**src/rtl/wr_demux_n_pkg.sv**
```systemverilog
// Shared constants and helpers for the write demultiplexer.
package wr_demux_n_pkg;

   localparam int DROP_CNT_W = 16;

   // Constant-context ceil(log2(value)); clog2(1) is 0.
   function automatic int clog2(input int value);
      int r;
      r = 0;
      for (int i = 0; i < 31; i++) begin
         if ((1 << i) < value) r = i + 1;
      end
      return r;
   endfunction

endpackage

```
**src/rtl/wr_demux_n.sv**
```systemverilog
// Routes a valid/ready write stream to NUM_CH channels through one holding register,
// with all-or-nothing broadcast and saturating accounting of out-of-range addresses.
module wr_demux_n
   import wr_demux_n_pkg::*;
#(
   parameter int NUM_CH = 8,
   parameter int DATA_W = 128,
   parameter int ADDR_W = clog2(NUM_CH)
) (
   input  logic                     clk,
   input  logic                     rst_n,
   input  logic                     in_valid,
   output logic                     in_ready,
   input  logic [ADDR_W-1:0]        in_addr,
   input  logic                     in_bcast,
   input  logic [DATA_W-1:0]        in_data,
   input  logic [NUM_CH-1:0]        ch_full,
   output logic [NUM_CH-1:0]        ch_wr_en,
   output logic [NUM_CH*DATA_W-1:0] ch_din,
   output logic [DROP_CNT_W-1:0]    drop_cnt,
   output logic                     drop_pulse
);

   // Handshake: a word moves when in_valid && in_ready at a rising edge; in_ready
   // never looks at in_valid, and the holding register frees and refills in one edge.
   logic              buf_valid;
   logic [DATA_W-1:0] buf_data;
   logic [NUM_CH-1:0] buf_sel;

   logic              drain;
   logic              accept;
   logic              is_drop;
   logic [NUM_CH-1:0] new_sel;

   always_comb begin
      new_sel = '0;
      is_drop = 1'b0;
      if (in_bcast) begin
         new_sel = '1;
      end else if (int'(in_addr) >= NUM_CH) begin
         is_drop = 1'b1;
      end else begin
         for (int i = 0; i < NUM_CH; i++) begin
            new_sel[i] = (int'(in_addr) == i);
         end
      end
   end

   // A broadcast waits until no selected channel is full, so it never writes a subset.
   assign drain    = buf_valid && ((buf_sel & ch_full) == '0);
   assign in_ready = !buf_valid || drain;
   assign accept   = in_valid && in_ready;
   assign ch_wr_en = buf_sel & {NUM_CH{drain}};

   for (genvar g = 0; g < NUM_CH; g++) begin : g_din
      assign ch_din[g*DATA_W +: DATA_W] = (buf_valid && buf_sel[g]) ? buf_data : '0;
   end

   always_ff @(posedge clk or negedge rst_n) begin
      if (!rst_n) begin
         buf_valid  <= 1'b0;
         buf_data   <= '0;
         buf_sel    <= '0;
         drop_cnt   <= '0;
         drop_pulse <= 1'b0;
      end else begin
         drop_pulse <= accept && is_drop;
         if (accept && is_drop && (drop_cnt != '1)) begin
            drop_cnt <= drop_cnt + DROP_CNT_W'(1);
         end
         if (accept && !is_drop) begin
            buf_valid <= 1'b1;
            buf_data  <= in_data;
            buf_sel   <= new_sel;
         end else if (drain) begin
            buf_valid <= 1'b0;
            buf_data  <= '0;
            buf_sel   <= '0;
         end
      end
   end

endmodule

```
**config.mk**
```make
export PLATFORM = sky130hd
export DESIGN_NAME = wr_demux_n
export DESIGN_NICKNAME = d
export VERILOG_FILES = /design/src/rtl/wr_demux_n_pkg.sv /design/src/rtl/wr_demux_n.sv
export SDC_FILE = /design/constraint.sdc
export NUM_CORES = 1
export LEC_CHECK = 0
export CORE_AREA = 2 2 470 472
export DETAILED_ROUTE_END_ITERATION = 8
export DIE_AREA = 0 0 472 474
export HOLD_SLACK_MARGIN = 0.12
export MAX_ROUTING_LAYER = met4
export PLACE_DENSITY = 0.31
export SLEW_MARGIN = 10
export SYNTH_ARGS = -nofsm -noshare
export SYNTH_HDL_FRONTEND = slang
export SYNTH_SLANG_ARGS = --single-unit
```
**constraint.sdc**
```tcl
create_clock -name clk -period 2.7 [get_ports clk]
set_input_delay 0.405 -clock clk [delete_from_list [all_inputs] [get_ports clk]]
set_output_delay 0.405 -clock clk [all_outputs]
set_load 0.01 [all_outputs]
```
Word-level counts from Yosys, hierarchy flattened
Index checks and enable logic that the tools add are counted.
- equal/unequal tests: 7
- muxes and demuxes: 15
- bitwise operators: 2
- reductions and logical operators: 15
- operator list (operator ; count):
    two-way mux 128 bit ; 10
    two-way mux 8 bit ; 3
    AND 8 bit ; 2
    == test 3 bit, second input constant ; 4
    logical AND 1 bit ; 10
    zero test 8 bit ; 1
    == test 3 x 2 -> 1 bit, second input constant ; 2
    == test 3 x 1 -> 1 bit, second input constant ; 1
    zero test 3 bit ; 1
    two-way mux 1 bit ; 2
    nonzero test 2 bit ; 1
    zero test 1 bit ; 1
    logical OR 1 bit ; 1
- flip-flop bits (word level): 137
- bits of input ports: 143
- output and inout bits: 1050
- word-level logic and storage cells: 42

Logic depth before layout (Yosys ltp)
Gate-level depths: netlist (run 1).
- depth after elaboration: 6
- gate-level depth with buffers: 8
- depth with buffers taken out: 4

Worst setup path before layout (run 1)
OpenSTA, ideal clock, no wires.
- path kind: register to register
- from: reg buf_sel[0]
- to: reg buf_data[50]
- setup time: 0.121 ns
- arrival: 2.174 ns
- setup slack: 0.405 ns
- cell stages (with the launch flop): 9
- cell sequence: dfrtp_1 a22o_1 or4_1 buf_2 mux2_2 buf_4 buf_6 buf_6 a22o_1
- longest elaborated chain between the ends: 6
- elaborated cells between the ends (all ways): 7
- RTL lines (element ; line ; RTL):
    from (decl) ; wr_demux_n.sv:28 ; logic [NUM_CH-1:0] buf_sel;
    from (signal assigned) ; wr_demux_n.sv:74 ; buf_sel <= new_sel;
    AND 8 bit (*) ; wr_demux_n.sv:50 ; assign drain = buf_valid && ((buf_sel & ch_full) == '0);
    zero test 8 bit (*) ; wr_demux_n.sv:50 ;
    logical AND 1 bit (*) ; wr_demux_n.sv:50 ;
    logical OR 1 bit ; wr_demux_n.sv:51 ; assign in_ready = !buf_valid || drain;
    logical AND 1 bit ; wr_demux_n.sv:52 ; assign accept = in_valid && in_ready;
    two-way mux 128 bit or nonzero test 2 bit (tied branches) ; -- ;
    to (signal assigned) ; wr_demux_n.sv:73 ; buf_data <= in_data;
    to (decl) ; wr_demux_n.sv:27 ; logic [DATA_W-1:0] buf_data;
Every way passes the cells marked *; elsewhere a longest branch is shown, timed or not.
A chain may end at the register's enable or synchronous reset.

Worst setup path after layout (run 1)
- from: reg buf_sel[2]
- to: out ch_din[347]
- longest elaborated chain between the ends: 2
- RTL lines (element ; line ; RTL):
    logical AND 1 bit ; wr_demux_n.sv:56 ; assign ch_din[g*DATA_W +: DATA_W] = (buf_valid && buf_sel[g]) ? buf_data : '0;
    two-way mux 128 bit ; wr_demux_n.sv:56 ;
    to (decl) ; wr_demux_n.sv:19 ; output logic [NUM_CH*DATA_W-1:0] ch_din,
Every way passes these cells.

==> results.yml, run 1 <==
run_status:
  status: "finished with violations"
  violations: "negative setup slack"
cts:
  clock_latency_ns: 0.51
  clk_pin_slew_ns: 0.08
  cts_root_buffer: "clkbuf_16"
  cts.sinks: 137
  cts_tree: "done"
  cts_made_buffers: 17
  cts.htree.levels: 4
  clockBufferDepth: 2
cells_and_area:
  multi_input_area_um2: 7960
  final_cell_mix: "and3_1 (1023), clkdlybuf4s50_1 (637), dlymetal6s2s_1 (326)"
  final_common_cell: "and3_1"
  final_core_util: 0.147
  syn_to_final_growth_pct: 160
  fillCellCount: 24800
  fin_nets: 2924
  fin_area_um2: 32200
  seqCellArea_um2: 3470
  drive_above_1_share: 0.113
route:
  viasPerCell: 3.38
  drt_iter0_drc: 1405
  drc_errors: 0
  routed_wl_mm: 170
  drtAntennaViolNets: 0
  num_vias: 19400
  post_drt_wl_per_cell_um: 29.7
  dr.pass1.iters: 5
worst_setup_path:
  r2r_cells: 6
  cp_max_fo: 72
  crit_required_ns: 2.30
  critPathArrivalTime_ns: 2.41
  ff2ff_setup_slack_ns: 0.08
  r2r-end: "buf_data[91]$_DFFE_PN0P_"
  reg2reg_from: "buf_sel[0]$_DFFE_PN0P_"
  crit_path_end_kind: "output pin"
  cp-start-kind: "flop"
  criticalPathCategory: "reg -> out"
placement:
  dp_hpwl_mm: 110
  globalplace.congestion: 0.739
  place_area_um2: 28200
  io_buffers: 1175
  post-place-ws_ns: -0.328
global_routing:
  grt_max_degree: 71
  grt_pass1_vias: 18500
  grt_util_met2: 0.224
  grt_first_pass_wirelength_mm: 200
  use_met1: 0.178
  antenna_found_initial: 74
  grt_usage: 0.140
  grt.busiest_layer: "met2"
  grt_use_met3: 0.0281
  grt_overflow_total: 0
power:
  ir_drop_mv: 0.510
  p_total_mw: 36.6
  cellLeakagePower_nw: 21.4
  power_density_nw_per_um2: 1140
sta:
  hold_viol: 0
  finalCritPeriodShare: 1.04
  tightestPinTransition_ns: 0.753
  period_needed_ns: 2.82
  fin_tns_setup_ns: -5.77
  rsz0062_at_grt: "true"
  setup_viol: 160
  maxSlewViolCount: 0
  slew_headroom: 0.498
  skew_ns: 0.0151
  max_freq_mhz: 355
  setup_ws_ns: -0.117
floorplanning:
  std_cell_rows: 172
  fp.dieW_um: 472
  die-area_um2: 224000
  coreArea_um2: 219000
  die_h_um: 474
  io_pins: 1193
  initial_utilization: 0.0567
worst_hold_path:
  hp-class: "in -> async"
synth:
  synthCells: 1612
  yosysUniqueCellTypes: 18
  ys_seq_area_frac: 0.277
  synth-seq-cells: 137
  ys_warn_count: 0
  synth.avg_cell_area_um2: 7.68
  syn_area_um2: 12400
job:
  maxCapViolCount: 0
power by group:
part           total (mW)  internal, mW  switching, mW  leakage (nW)
Clock                2.87          1.57           1.30         0.307
Sequential           6.09          2.93           3.16          1.73
Combinational        27.7          12.6           15.1          19.4
repair_timing:
item / in CTS / in global routing
setup buffers: 31 / 27
hold buffers: 1 / 0
resized for setup: 329 / 368
gates cloned: 36 / 22
endpoints found under the setup margin: 981 / 857
pin swaps: 12 / 7
hold endpoints to repair: 38 / 0
worst max-delay path by stage:
stage,slack [ns],endpoint,cells after the start,start
after floorplan,0.40,buf_data[50]$_DFFE_PN0P_,8,buf_sel[0]$_DFFE_PN0P_
after global placement,-0.41,in_ready,6,ch_full[0]
after detailed placement,-0.33,in_ready,6,ch_full[0]
after CTS,-0.19,ch_wr_en[1],6,buf_sel[5]$_DFFE_PN0P_
after global routing,-0.18,ch_din[318],4,buf_sel[2]$_DFFE_PN0P_
final,-0.12,ch_din[347],4,buf_sel[2]$_DFFE_PN0P_
per-stage QoR:
| step | instances | hold slack [ns] |
|---|---|---|
| final | 5725 | 0.429 |
| after global routing | 5693 | 0.426 |
| after CTS | 5619 | 0.389 |
| after detailed placement | 5520 | 0.434 |
| after global placement | 5520 | 0.430 |
| after floorplan | 1628 | 0.109 |
registers in the layout, summed over array words and instances (netlist names):
register   cells
buf_sel        8
buf_valid      1
buf_data     128
routing by layer:
| layer | wire length, µm | vias to the layer above | part of all wire |
|---|---|---|---|
| met5 | 0 | - | 0 |
| met4 | 4650 | 0 | 0.027 |
| met3 | 11500 | 123 | 0.068 |
| met2 | 79900 | 1200 | 0.47 |
| met1 | 73800 | 9660 | 0.43 |
| li1 | - | 8372 | - |
layout make-up:
| type | instances | share of cell area |
|---|---|---|
| clock inverter | 14 | 0.00661 |
| tap | 2871 | 0.112 |
| sequential | 137 | 0.108 |
| clock buffer | 17 | 0.0132 |
| multi-input combinational | 1212 | 0.247 |
| inverter | 4 | 0.000467 |
| antenna | 61 | 0.00474 |
| timing repair buffer | 1409 | 0.508 |
synth_stat cells:
cell       number  share of area
a21oi_1         3         0.0012
a22o_1        132          0.093
a31oi_1         6         0.0030
and3_1       1024           0.52
buf_1           3        0.00091
buf_2          15         0.0061
buf_4          18          0.011
buf_6           5         0.0045
clkbuf_1      234          0.071
conb_1          1        0.00030
dfrtp_1       137           0.28
inv_1           4         0.0012
mux2_2          1        0.00091
nand2_1        10         0.0030
nor2_1          9         0.0027
o2bb2ai_1       8         0.0057
o41ai_1         1        0.00071
or4_1           1        0.00061
cells by family (layout without fill, tap and decap cells):
family	count (synthesis)	after routing	share of synthesized area
other	1	78	0.000303
AO/OA/AOI/OAI	150	150	0.104
multiplexers	1	1	0.000909
buffers and inverters	279	1444	0.0945
flip-flops	137	137	0.277
AND/OR/NAND/NOR	1044	1044	0.524
worst max-delay path, cell delays in order (launching register included):
cell	delay (ns)
dfrtp_4	0.45
buf_4	0.18
buf_16	0.23
and3_1	0.24
clkdlybuf4s50_1	0.58
Power figures use the tool's default switching activity.
==> inputs of run 2 (changes only) <==
Settings changed: CTS_CLUSTER_DIAMETER from default to 120, DONT_BUFFER_PORTS from default to 1, PLACE_DENSITY 0.31 to 0.3.
==> run 2 against run 1 <==
Net effect: the run ends with negative hold slack left; non-clock buffer count is 1165 lower; global-route usage is 3.6 points lower; clock skew increased by 0.011 ns; critical path depth increased by 1; utilization is 6.3 points lower; clock power down 15%; clock-buffer cell count increased by 4; cell count fell by 20%; worst hold slack got worse by 0.85 ns; sequential share of layout area up 8.1 points; critical endpoint is now ch_wr_en[7].
==> results.yml, run 2 (synthesized netlist as in run 1, its figures left out) <==
worst_setup_path:
  path_cells: "a22o_1 > or4_4 > buf_8 > nor2_4 > buf_6"
  path_buf_inv: 2
  cp_top_family: "simple AND/OR/NAND/NOR gates"
  cp-start-kind: "flop"
  crit_required_ns: 2.30
  slowest_stage: "or4_4"
  critPathArrivalTime_ns: 2.20
  cp_max_fo: 3
  criticalPathCategory: "reg -> out"
  max_stage_delay_ns: 0.55
  crit_path_end_kind: "output pin"
route:
  routed_wl_mm: 122
  drc_errors: 0
  num_vias: 15400
  dr.pass1.iters: 5
  drt_iter0_drc: 1879
  viasPerCell: 3.37
  drtAntennaViolNets: 0
  post_drt_wl_per_cell_um: 26.6
cts:
  clockBufferDepth: 2
  cts.htree.levels: 4
  clock_latency_ns: 0.52
  cts_made_buffers: 17
  hold_buffers: 135
  cts.sinks: 137
  cts_tree: "done"
  cts_root_buffer: "clkbuf_16"
  clk_pin_slew_ns: 0.08
floorplanning:
  io_pins: 1193
  die_h_um: 474
  coreArea_um2: 219000
  die-area_um2: 224000
  fp.dieW_um: 472
  std_cell_rows: 172
  initial_utilization: 0.0567
sta:
  hold_viol: 137
  finalCritPeriodShare: 0.966
  max_freq_mhz: 384
  fin_hold_ws_ns: -0.418
  rsz0062_at_grt: "true"
  maxSlewViolCount: 0
  setup_viol: 0
  skew_ns: 0.0263
  setup_ws_ns: 0.0927
  slew_headroom: 0.359
  period_needed_ns: 2.61
  tightestPinTransition_ns: 0.962
global_routing:
  grt_overflow_total: 0
  grt_usage: 0.104
  antenna_found_initial: 89
  grt_first_pass_wirelength_mm: 146
  grt_max_degree: 163
  grt_pass1_vias: 12500
job:
  maxCapViolCount: 0
cells_and_area:
  regMostFlops: "buf_data"
  final_cell_mix: "and3_1 (1024), dlygate4sd3_1 (135), a22o_1 (132)"
  reg_top3: "buf_data: 128 flops, buf_sel: 8 flops, buf_valid: 1 flops"
  final_core_util: 0.0839
  drive_above_1_share: 0.0982
  largest_reg_flops: 128
  syn_to_final_growth_pct: 48.1
  fin_nets: 1759
  final_common_cell: "and3_1"
worst_hold_path:
  hp-class: "in -> async"
placement:
  dp_hpwl_mm: 92.9
  globalplace.congestion: 0.705
  post-place-ws_ns: 0.206
  io_buffers: 0
power:
  power_density_nw_per_um2: 1300
  ir_drop_mv: 0.621
  cellLeakagePower_nw: 9.85
  p_total_mw: 23.8
run_status:
  status: "finished with violations"
  violations: "negative hold slack"
## run 2: worst paths after layout
path                                           from                       end  slack [ns]  cells past startpoint
max in group asynchronous                     rst_n    buf_sel[3]$_DFFE_PN0P_        2.63                      0
hold / removal                                rst_n  buf_data[40]$_DFFE_PN0P_       -0.42                      0
setup / recovery             buf_sel[0]$_DFFE_PN0P_               ch_wr_en[7]        0.09                      5
hold reg to reg            buf_data[27]$_DFFE_PN0P_  buf_data[27]$_DFFE_PN0P_        0.51                      1
min in group clk                         in_addr[1]    buf_sel[5]$_DFFE_PN0P_        0.22                      3
setup reg to reg             buf_sel[0]$_DFFE_PN0P_  buf_data[86]$_DFFE_PN0P_        0.23                      6
## run 2: timing repair
| item | CTS | global route |
|---|---|---|
| gates resized for setup | 28 | 4 |
| buffers inserted | 10 | 2 |
| pin swaps | 8 | 3 |
| gates cloned | 0 | 0 |
| setup endpoints to repair | 536 | 11 |
| endpoints found under the hold margin | 274 | 137 |
## run 2: layout make-up
| cell class | instances | area [µm²] |
|---|---|---|
| antenna | 74 | 185 |
| clock buffer | 21 | 460 |
| clock inverter | 11 | 90.1 |
| fill | 25500 | 200000 |
| inverter | 4 | 15.0 |
| multi-input combinational | 1212 | 7950 |
| sequential | 137 | 3460 |
| tap | 2871 | 3590 |
| timing repair buffer | 244 | 2590 |
## run 2: where the power goes
| part | total, mW | switching (mW) | leakage, nW | internal (mW) |
|---|---|---|---|---|
| clock network | 2.43 | 1.20 | 0.253 | 1.23 |
| logic | 14.3 | 10.0 | 7.87 | 4.31 |
| registers | 7.02 | 4.13 | 1.74 | 2.89 |
## run 2: through the flow
stage	cells	instance area [µm²]	TNS [ns]
5_1_grt	4526	18200	-0.152
3_5_place_dp	4323	16000	0
4_1_cts	4498	18100	-0.130
6_report	4574	18300	0
3_3_place_gp	4323	16000	0
2_1_floorplan	1628	12400	0
## run 2: per-layer routing
layer / routed length, µm / global-route usage / vias to the layer above
met5: 0 / - / -
met2: 54600 / 0.159 / 1373
li1: - / - / 6021
met3: 9910 / 0.0278 / 227
met4: 4410 / 0.0409 / 0
met1: 53000 / 0.129 / 7773
